**config.mk**
```make
export PLATFORM = sky130hd
export DESIGN_NAME = wb_arbiter
export DESIGN_NICKNAME = d
export VERILOG_FILES = /design/src/rtl/wb_arbiter.sv
export SDC_FILE = /design/constraint.sdc
export NUM_CORES = 1
export LEC_CHECK = 0
export CAP_MARGIN = 20
export CORE_ASPECT_RATIO = 1.75
export CORE_MARGIN = 1.5
export CORE_UTILIZATION = 54
export DETAILED_ROUTE_END_ITERATION = 6
export MAX_ROUTING_LAYER = met4
export PLACE_DENSITY = 0.78
export SLEW_MARGIN = 5
export SYNTH_ARGS = -nofsm -noshare
export SYNTH_HDL_FRONTEND = slang
export SYNTH_SLANG_ARGS = --single-unit
```
**constraint.sdc**
```tcl
create_clock -name clk -period 2.99 [get_ports clk]
set_clock_uncertainty 0.2 [all_clocks]
set_input_delay 0.598 -clock clk [delete_from_list [all_inputs] [get_ports clk]]
set_output_delay 0.598 -clock clk [all_outputs]
set_load 0.05 [all_outputs]
```
**src/rtl/wb_arbiter.sv**
```systemverilog
// Register-file write-back arbiter: ALU results take priority and load responses queue in an in-order FIFO.
// Define WB_STALL_COUNT_EN to add the stall_count output, which counts cycles where the ALU blocks pending loads.
module wb_arbiter #(
    parameter int DATA_WIDTH    = 32,
    parameter int ADDRESS_WIDTH = 5,
    parameter int DEPTH         = 4
) (
    input  logic                     clk,
    input  logic                     rst_n,
    input  logic                     alu_valid,
    input  logic [ADDRESS_WIDTH-1:0] alu_addr,
    input  logic [DATA_WIDTH-1:0]    alu_data,
    input  logic                     ld_valid,
    output logic                     ld_ready,
    input  logic [ADDRESS_WIDTH-1:0] ld_addr,
    input  logic [DATA_WIDTH-1:0]    ld_data,
    output logic                     rf_we,
    output logic [ADDRESS_WIDTH-1:0] rf_waddr,
    output logic [DATA_WIDTH-1:0]    rf_wdata,
    input  logic [ADDRESS_WIDTH-1:0] chk_addr,
    output logic                     chk_hit,
    output logic                     busy
`ifdef WB_STALL_COUNT_EN
    ,
    output logic [31:0]              stall_count
`endif
);

    localparam int PW = $clog2(DEPTH);
    localparam int CW = PW + 1;

    logic [PW-1:0]            wr_ptr_q, wr_ptr_d;
    logic [PW-1:0]            rd_ptr_q, rd_ptr_d;
    logic [CW-1:0]            count_q, count_d;
    logic                     rf_we_q, rf_we_d;
    logic [ADDRESS_WIDTH-1:0] rf_waddr_q, rf_waddr_d;
    logic [DATA_WIDTH-1:0]    rf_wdata_q, rf_wdata_d;

    logic [ADDRESS_WIDTH-1:0] mem_addr_q [DEPTH];
    logic [DATA_WIDTH-1:0]    mem_data_q [DEPTH];

    logic                     push;
    logic                     pop;
    logic                     sel_valid;
    logic [ADDRESS_WIDTH-1:0] sel_addr;
    logic [DATA_WIDTH-1:0]    sel_data;
    logic [PW-1:0]            hit_ofs;
    logic                     hit_any;

    always_comb begin
        ld_ready  = rst_n && (count_q < CW'(DEPTH));
        push      = ld_valid && ld_ready;
        pop       = !alu_valid && (count_q != '0);
        sel_valid = alu_valid || pop;
        sel_addr  = alu_valid ? alu_addr : mem_addr_q[rd_ptr_q];
        sel_data  = alu_valid ? alu_data : mem_data_q[rd_ptr_q];

        wr_ptr_d = push ? wr_ptr_q + PW'(1) : wr_ptr_q;
        rd_ptr_d = pop  ? rd_ptr_q + PW'(1) : rd_ptr_q;
        case ({push, pop})
            2'b10:   count_d = count_q + CW'(1);
            2'b01:   count_d = count_q - CW'(1);
            default: count_d = count_q;
        endcase

        // Address-0 writes are still consumed but never reach the register file.
        rf_we_d    = sel_valid && (sel_addr != '0);
        rf_waddr_d = rf_we_d ? sel_addr : rf_waddr_q;
        rf_wdata_d = rf_we_d ? sel_data : rf_wdata_q;
    end

    // An entry is live when its distance from the read pointer is below the occupancy.
    always_comb begin
        hit_any = 1'b0;
        hit_ofs = '0;
        for (int i = 0; i < DEPTH; i++) begin
            hit_ofs = PW'(i) - rd_ptr_q;
            if (({1'b0, hit_ofs} < count_q) && (mem_addr_q[i] == chk_addr))
                hit_any = 1'b1;
        end
        chk_hit = rst_n && hit_any && (chk_addr != '0);
    end

    always_ff @(posedge clk or negedge rst_n) begin
        if (!rst_n) begin
            wr_ptr_q   <= '0;
            rd_ptr_q   <= '0;
            count_q    <= '0;
            rf_we_q    <= 1'b0;
            rf_waddr_q <= '0;
            rf_wdata_q <= '0;
        end else begin
            wr_ptr_q   <= wr_ptr_d;
            rd_ptr_q   <= rd_ptr_d;
            count_q    <= count_d;
            rf_we_q    <= rf_we_d;
            rf_waddr_q <= rf_waddr_d;
            rf_wdata_q <= rf_wdata_d;
        end
    end

    always_ff @(posedge clk) begin
        if (push) begin
            mem_addr_q[wr_ptr_q] <= ld_addr;
            mem_data_q[wr_ptr_q] <= ld_data;
        end
    end

    assign rf_we    = rf_we_q;
    assign rf_waddr = rf_waddr_q;
    assign rf_wdata = rf_wdata_q;
    assign busy     = (count_q != '0);

`ifdef WB_STALL_COUNT_EN
    logic [31:0] stall_cnt_q, stall_cnt_d;

    always_comb begin
        stall_cnt_d = stall_cnt_q;
        if (alu_valid && (count_q != '0) && (stall_cnt_q != 32'hFFFF_FFFF))
            stall_cnt_d = stall_cnt_q + 32'd1;
    end

    always_ff @(posedge clk or negedge rst_n) begin
        if (!rst_n)
            stall_cnt_q <= '0;
        else
            stall_cnt_q <= stall_cnt_d;
    end

    assign stall_count = stall_cnt_q;
`endif

endmodule

```
Word-level counts from Yosys, hierarchy flattened
Memory sizes are Yosys's and may differ from the RTL's.
Cells that the tools add are included.
Cells by class
  reduce and logical (&&, ||, !) cells: 16
  $add $sub $neg: 8
  magnitude comparators: 5
  muxes and demuxes: 9
  equal/unequal tests: 6
Operators with widths (number)
  $mux W32: 1
  $eq A5 B5 Y1: 4
  $lt A2 B3 Y1: 4
  $logic_and A1 B1 Y1: 10
  $reduce_bool A5 Y1: 2
  $mux W1: 6
  $pmux W3 S2: 1
  $mux W5: 1
  $add A2 B1 Y2 const B: 2
  $sub A1 B2 Y2 const A: 2
  $sub A2 B2 Y2 const A: 2
  $add A3 B1 Y3 const B: 1
  $lt A3 B3 Y1 const B: 1
  $reduce_bool A3 Y1: 1
  $sub A3 B1 Y3 const B: 1
  $eq A2 B1 Y1 const B: 1
  $eq A2 B2 Y1 const B: 1
  $reduce_bool A2 Y1: 1
  $logic_not A1 Y1: 1
  $logic_or A1 B1 Y1: 1
Storage, ports and cells
  bits of input ports: 83
  memories: 2
  RAM bits: 148
  bits in registers: 45
  output and inout port bits: 41
Memory list
  mem_data_q: words 4, bits a word 32, read ports 1, clocked after Yosys merged registers in 0, wr ports 1, line 40  | logic [DATA_WIDTH-1:0] mem_data_q [DEPTH];
  mem_addr_q: words 4, bits a word 5, read ports 5, clocked after Yosys merged registers in 0, wr ports 1, line 39  | logic [ADDRESS_WIDTH-1:0] mem_addr_q [DEPTH];

Depth between registers and ports, before layout
Gate-level depths: netlist of the first run.
  depth after elaboration: 9
  depth in mapped cells: 10
  gate-level depth less buffers: 9

Worst setup path after synthesis of the first run
OpenSTA, ideal clock, no wires.
  path kind: register to output
  start: register rd_ptr_q[1]
  end: output chk_hit
  buffers on the path: 3
  slack: -0.523 ns
  arrival time: 2.715 ns
  cell stages (with the launch flop): 10
  cell sequence: dfrtp_1 buf_6 buf_6 clkbuf_1 xor2_1 ha_1 a21oi_1 o2111ai_1 o31a_1 a31oi_1
On the way
  cells in the longest elaborated chain, start to end: 9
Ends and longest elaborated chain
  start, declared: line 33  | logic [PW-1:0] rd_ptr_q, rd_ptr_d;
  start signal, assigned: line 94  | rd_ptr_q <= rd_ptr_d;
  $sub A1 B2 Y2: line 77  | hit_ofs = PW'(i) - rd_ptr_q;
  $lt A2 B3 Y1: line 78  | if (({1'b0, hit_ofs} < count_q) && (mem_addr_q[i] == chk_addr))
  $logic_and A1 B1 Y1: line 78
  $mux W1 (3 in series): line 78
  $mux W1 *: line 78
  $logic_and A1 B1 Y1 * (2 in series): line 81  | chk_hit = rst_n && hit_any && (chk_addr != '0);
  end, declared: line 21  | output logic chk_hit,
Every way passes the cells marked *; elsewhere a longest branch is shown, timed or not.

Worst setup path in the final report of the first run
Ends and elaborated chain as after synthesis.

==> flow_metrics.tcl, run 1 <==
set metrics [dict create \
    max_stage_delay_ps 430 \
    synth_ff_type "edfxtp_1" \
    instances_no_fill 833 \
    cp_max_fo 3 \
    numPortBuffers 123 \
    grtUsageTotal_pct 23.9 \
    cap_violations 0 \
    root_buffer "clkbuf_16" \
    yosysSeqAreaShare_pct 68.3 \
    wl_mm 17.2 \
    final_common_cell "edfxtp_1" \
    cts_buffers 17 \
    max_slew_margin_pct 53.9 \
    final_cell_area_um2 10300 \
    ys_ff_latch 193 \
    place_congestion 0.941 \
    initial_core_util_pct 55.0 \
    tritoncts "yes" \
    worst_ep_arrival_time_ps 2270 \
    grt_max_degree 46 \
    synth.distinct_cells 40 \
    period_share_pct 103 \
    yosysTopAreaCellShare_pct 54.5 \
    cts.sinks 193 \
    hp-class "primary input to async pin" \
    via_per_inst 5.51 \
    dp.cells 799 \
    fp.dieH_um 166 \
    crit_path_end_kind "output port" \
    vdd_drop_max_v 0.000624 \
    antenna_found_initial 1 \
    htreeDepth 4 \
    yosysTopAreaCell "edfxtp_1" \
    path_cells "xor2_1 -> ha_1 -> a21oi_2 -> o2111ai_1 -> o31a_1 -> a31oi_4 -> buf_12" \
    via_count 4588 \
    synth_warnings 0 \
    async_reset_ff_share_pct 23.3 \
    cp.depth 7 \
    post-route-worst-setup-slack_ps -81.1 \
    cts.reportedPaths.clkPinSlew_ps 80 \
    ant_nets 0 \
    setup_viol 1 \
    clkLatencyLatePin_ps 420 \
    synth-edff-count 148 \
    postPlaceCellArea_um2 9680 \
    die_x_um 95.9 \
    overflow 0 \
    critPathKind "flop to output port" \
    max_freq_mhz 326 \
    power_density_nw_per_um2 910 \
    fillCellCount 977 \
    dr.pass1.iters 5 \
    most-common-layout-cells "edfxtp_1 (148), clkdlybuf4s50_1 (119), nand2_1 (103)" \
    cts_hold_buffers 0 \
    required_ps 2190 \
    violations "setup timing" \
    area_growth_pct 26.0 \
    num_io_pins 124 \
    fin_util_pct 69.3 \
    path_buf_inv 1 \
    reg2reg_depth 6 \
    netlist_instances 498 \
    dp_hpwl_mm 11.7 \
    grt_setup_unrepaired "true" \
    grt_pass1_wl_mm 26.6 \
    drc 0 \
    slowest_stage "dfrtp_2" \
    maxSlewViolCount 0 \
    path_delay_family "compound AO/OA/AOI/OAI gates" \
    synth.avg_cell_area_um2 16.4 \
    synth_nets 591 \
    synthTopCellsByArea "edfxtp_1 (54%), dfrtp_1 (14%), mux4_2 (9.1%)" \
    layout_min_cycle_time_ps 3070 \
    syn_area_um2 8160 \
    die_area_um2 15900 \
    leakagePower_uw 0.00392 \
    rows 59 \
    grt_pass1_vias 4952 \
    finalPower_uw 9360 \
    wl_per_cell_um 20.6 \
    finalNetCount 729 \
    outcome "finished with violations" \
    cp-start-kind "flop" \
    cts.path.max_buffers 2 \
    core_um2 14800 \
    drive_above_1_share_pct 20.8 \
    hold_viol_final 0 \
    first_iter_violations 238 \
    worst_pin_slew_ps 692 \
]
per-stage QoR:
stage | worst slack, ps | hold WS [ps] | TNS (ps)
floorplan | 14.6 | 102 | 0
global placement | 32.8 | 292 | 0
detailed placement | 6.48 | 298 | 0
CTS | -81.2 | 175 | -81.2
global route | -155 | 193 | -155
finish | -81.1 | 140 | -81.1
flip-flops by register name, indices dropped and copies added, names as in the netlist:
name and flops:
rd_ptr_q 2, mem_addr_q 20, rf_waddr 5, count_q 3, wr_ptr_q 2, mem_data_q 128
rf_we 1, rf_wdata 32
where the power goes:
group	internal (µW)	leakage (µW)	switching, µW	total [µW]
Combinational	1570	0.00177	2070	3630
Sequential	3320	0.00187	235	3560
Clock	1110	0.000278	1060	2170
kinds of logic after synthesis:
logic type	Yosys count	synth area share, %
and+or+nand+nor	127	6.43
adders and majority gates	10	1.63
DFF	193	68.3
buffers and inverters	40	2.36
xor gates and xnor gates	27	2.90
AOI/OAI and AO/OA	27	2.42
muxes	74	16.0
worst paths after layout:
| kind | from | endpoint | slack [ps] |
|---|---|---|---|
| max | rd_ptr_q[1]$_DFFE_PN0P_ | chk_hit | -80 |
| min | rst_n | rf_wdata[9]$_DFFE_PN0P_ | 140 |
| max reg2reg | rd_ptr_q[0]$_DFFE_PN0P_ | rf_wdata[13]$_DFFE_PN0P_ | 490 |
| min reg2reg | count_q[1]$_DFFE_PN0P_ | count_q[1]$_DFFE_PN0P_ | 310 |
| max in group asynchronous | rst_n | rd_ptr_q[1]$_DFFE_PN0P_ | 1990 |
| min in group clk | count_q[1]$_DFFE_PN0P_ | count_q[1]$_DFFE_PN0P_ | 310 |
cell usage after synthesis (7+ instances only):
master    number
xnor2_1       12
mux4_2        33
mux2i_1        7
clkbuf_1      17
inv_1         14
dfrtp_1       45
ha_1           9
nand2_1      103
mux2_2         7
xor2_1        15
edfxtp_1     148
mux2_4        26
layer usage:
layer | wire (µm) | part of all wire, % | GRT usage (%) | up-vias
li1 | - | - | - | 2113
met1 | 6190 | 36 | 26.8 | 2295
met2 | 9760 | 57 | 40.8 | 146
met3 | 657 | 3.8 | 3.86 | 34
met4 | 582 | 3.4 | 10.7 | 0
met5 | 0 | 0 | - | -
layout make-up:
cell class	count	area, µm²	area share (%)
Timing Repair Buffer	145	1420	13.8
Clock inverter	14	146	1.42
Tap cell	183	229	2.23
Sequential cell	193	5570	54.2
Inverter	14	52.6	0.511
Clock buffer	18	429	4.17
Antenna cell	1	2.50	0.0243
Multi-Input combinational cell	265	2430	23.6
timing repair:
action / in CTS / in global routing
endpoints found under the setup margin: 1 / 1
pin swaps: 0 / 0
gates resized for setup: 3 / 1
hold endpoints to repair: 0 / 0
setup buffers: 1 / 0
No activity file was read; power rests on OpenSTA's default activity.
==> inputs of run 2 (changes only) <==
--- a/config.mk
+++ b/config.mk
@@ -5,7 +5,7 @@
 export SDC_FILE = /design/constraint.sdc
 export NUM_CORES = 1
 export LEC_CHECK = 0
-export CAP_MARGIN = 20
+export CAP_MARGIN = 15
 export CORE_ASPECT_RATIO = 1.75
 export CORE_MARGIN = 1.5
 export CORE_UTILIZATION = 54
==> results of run 2 <==
Same layout as run 1: the final DEF is identical, and so are final timing and power.
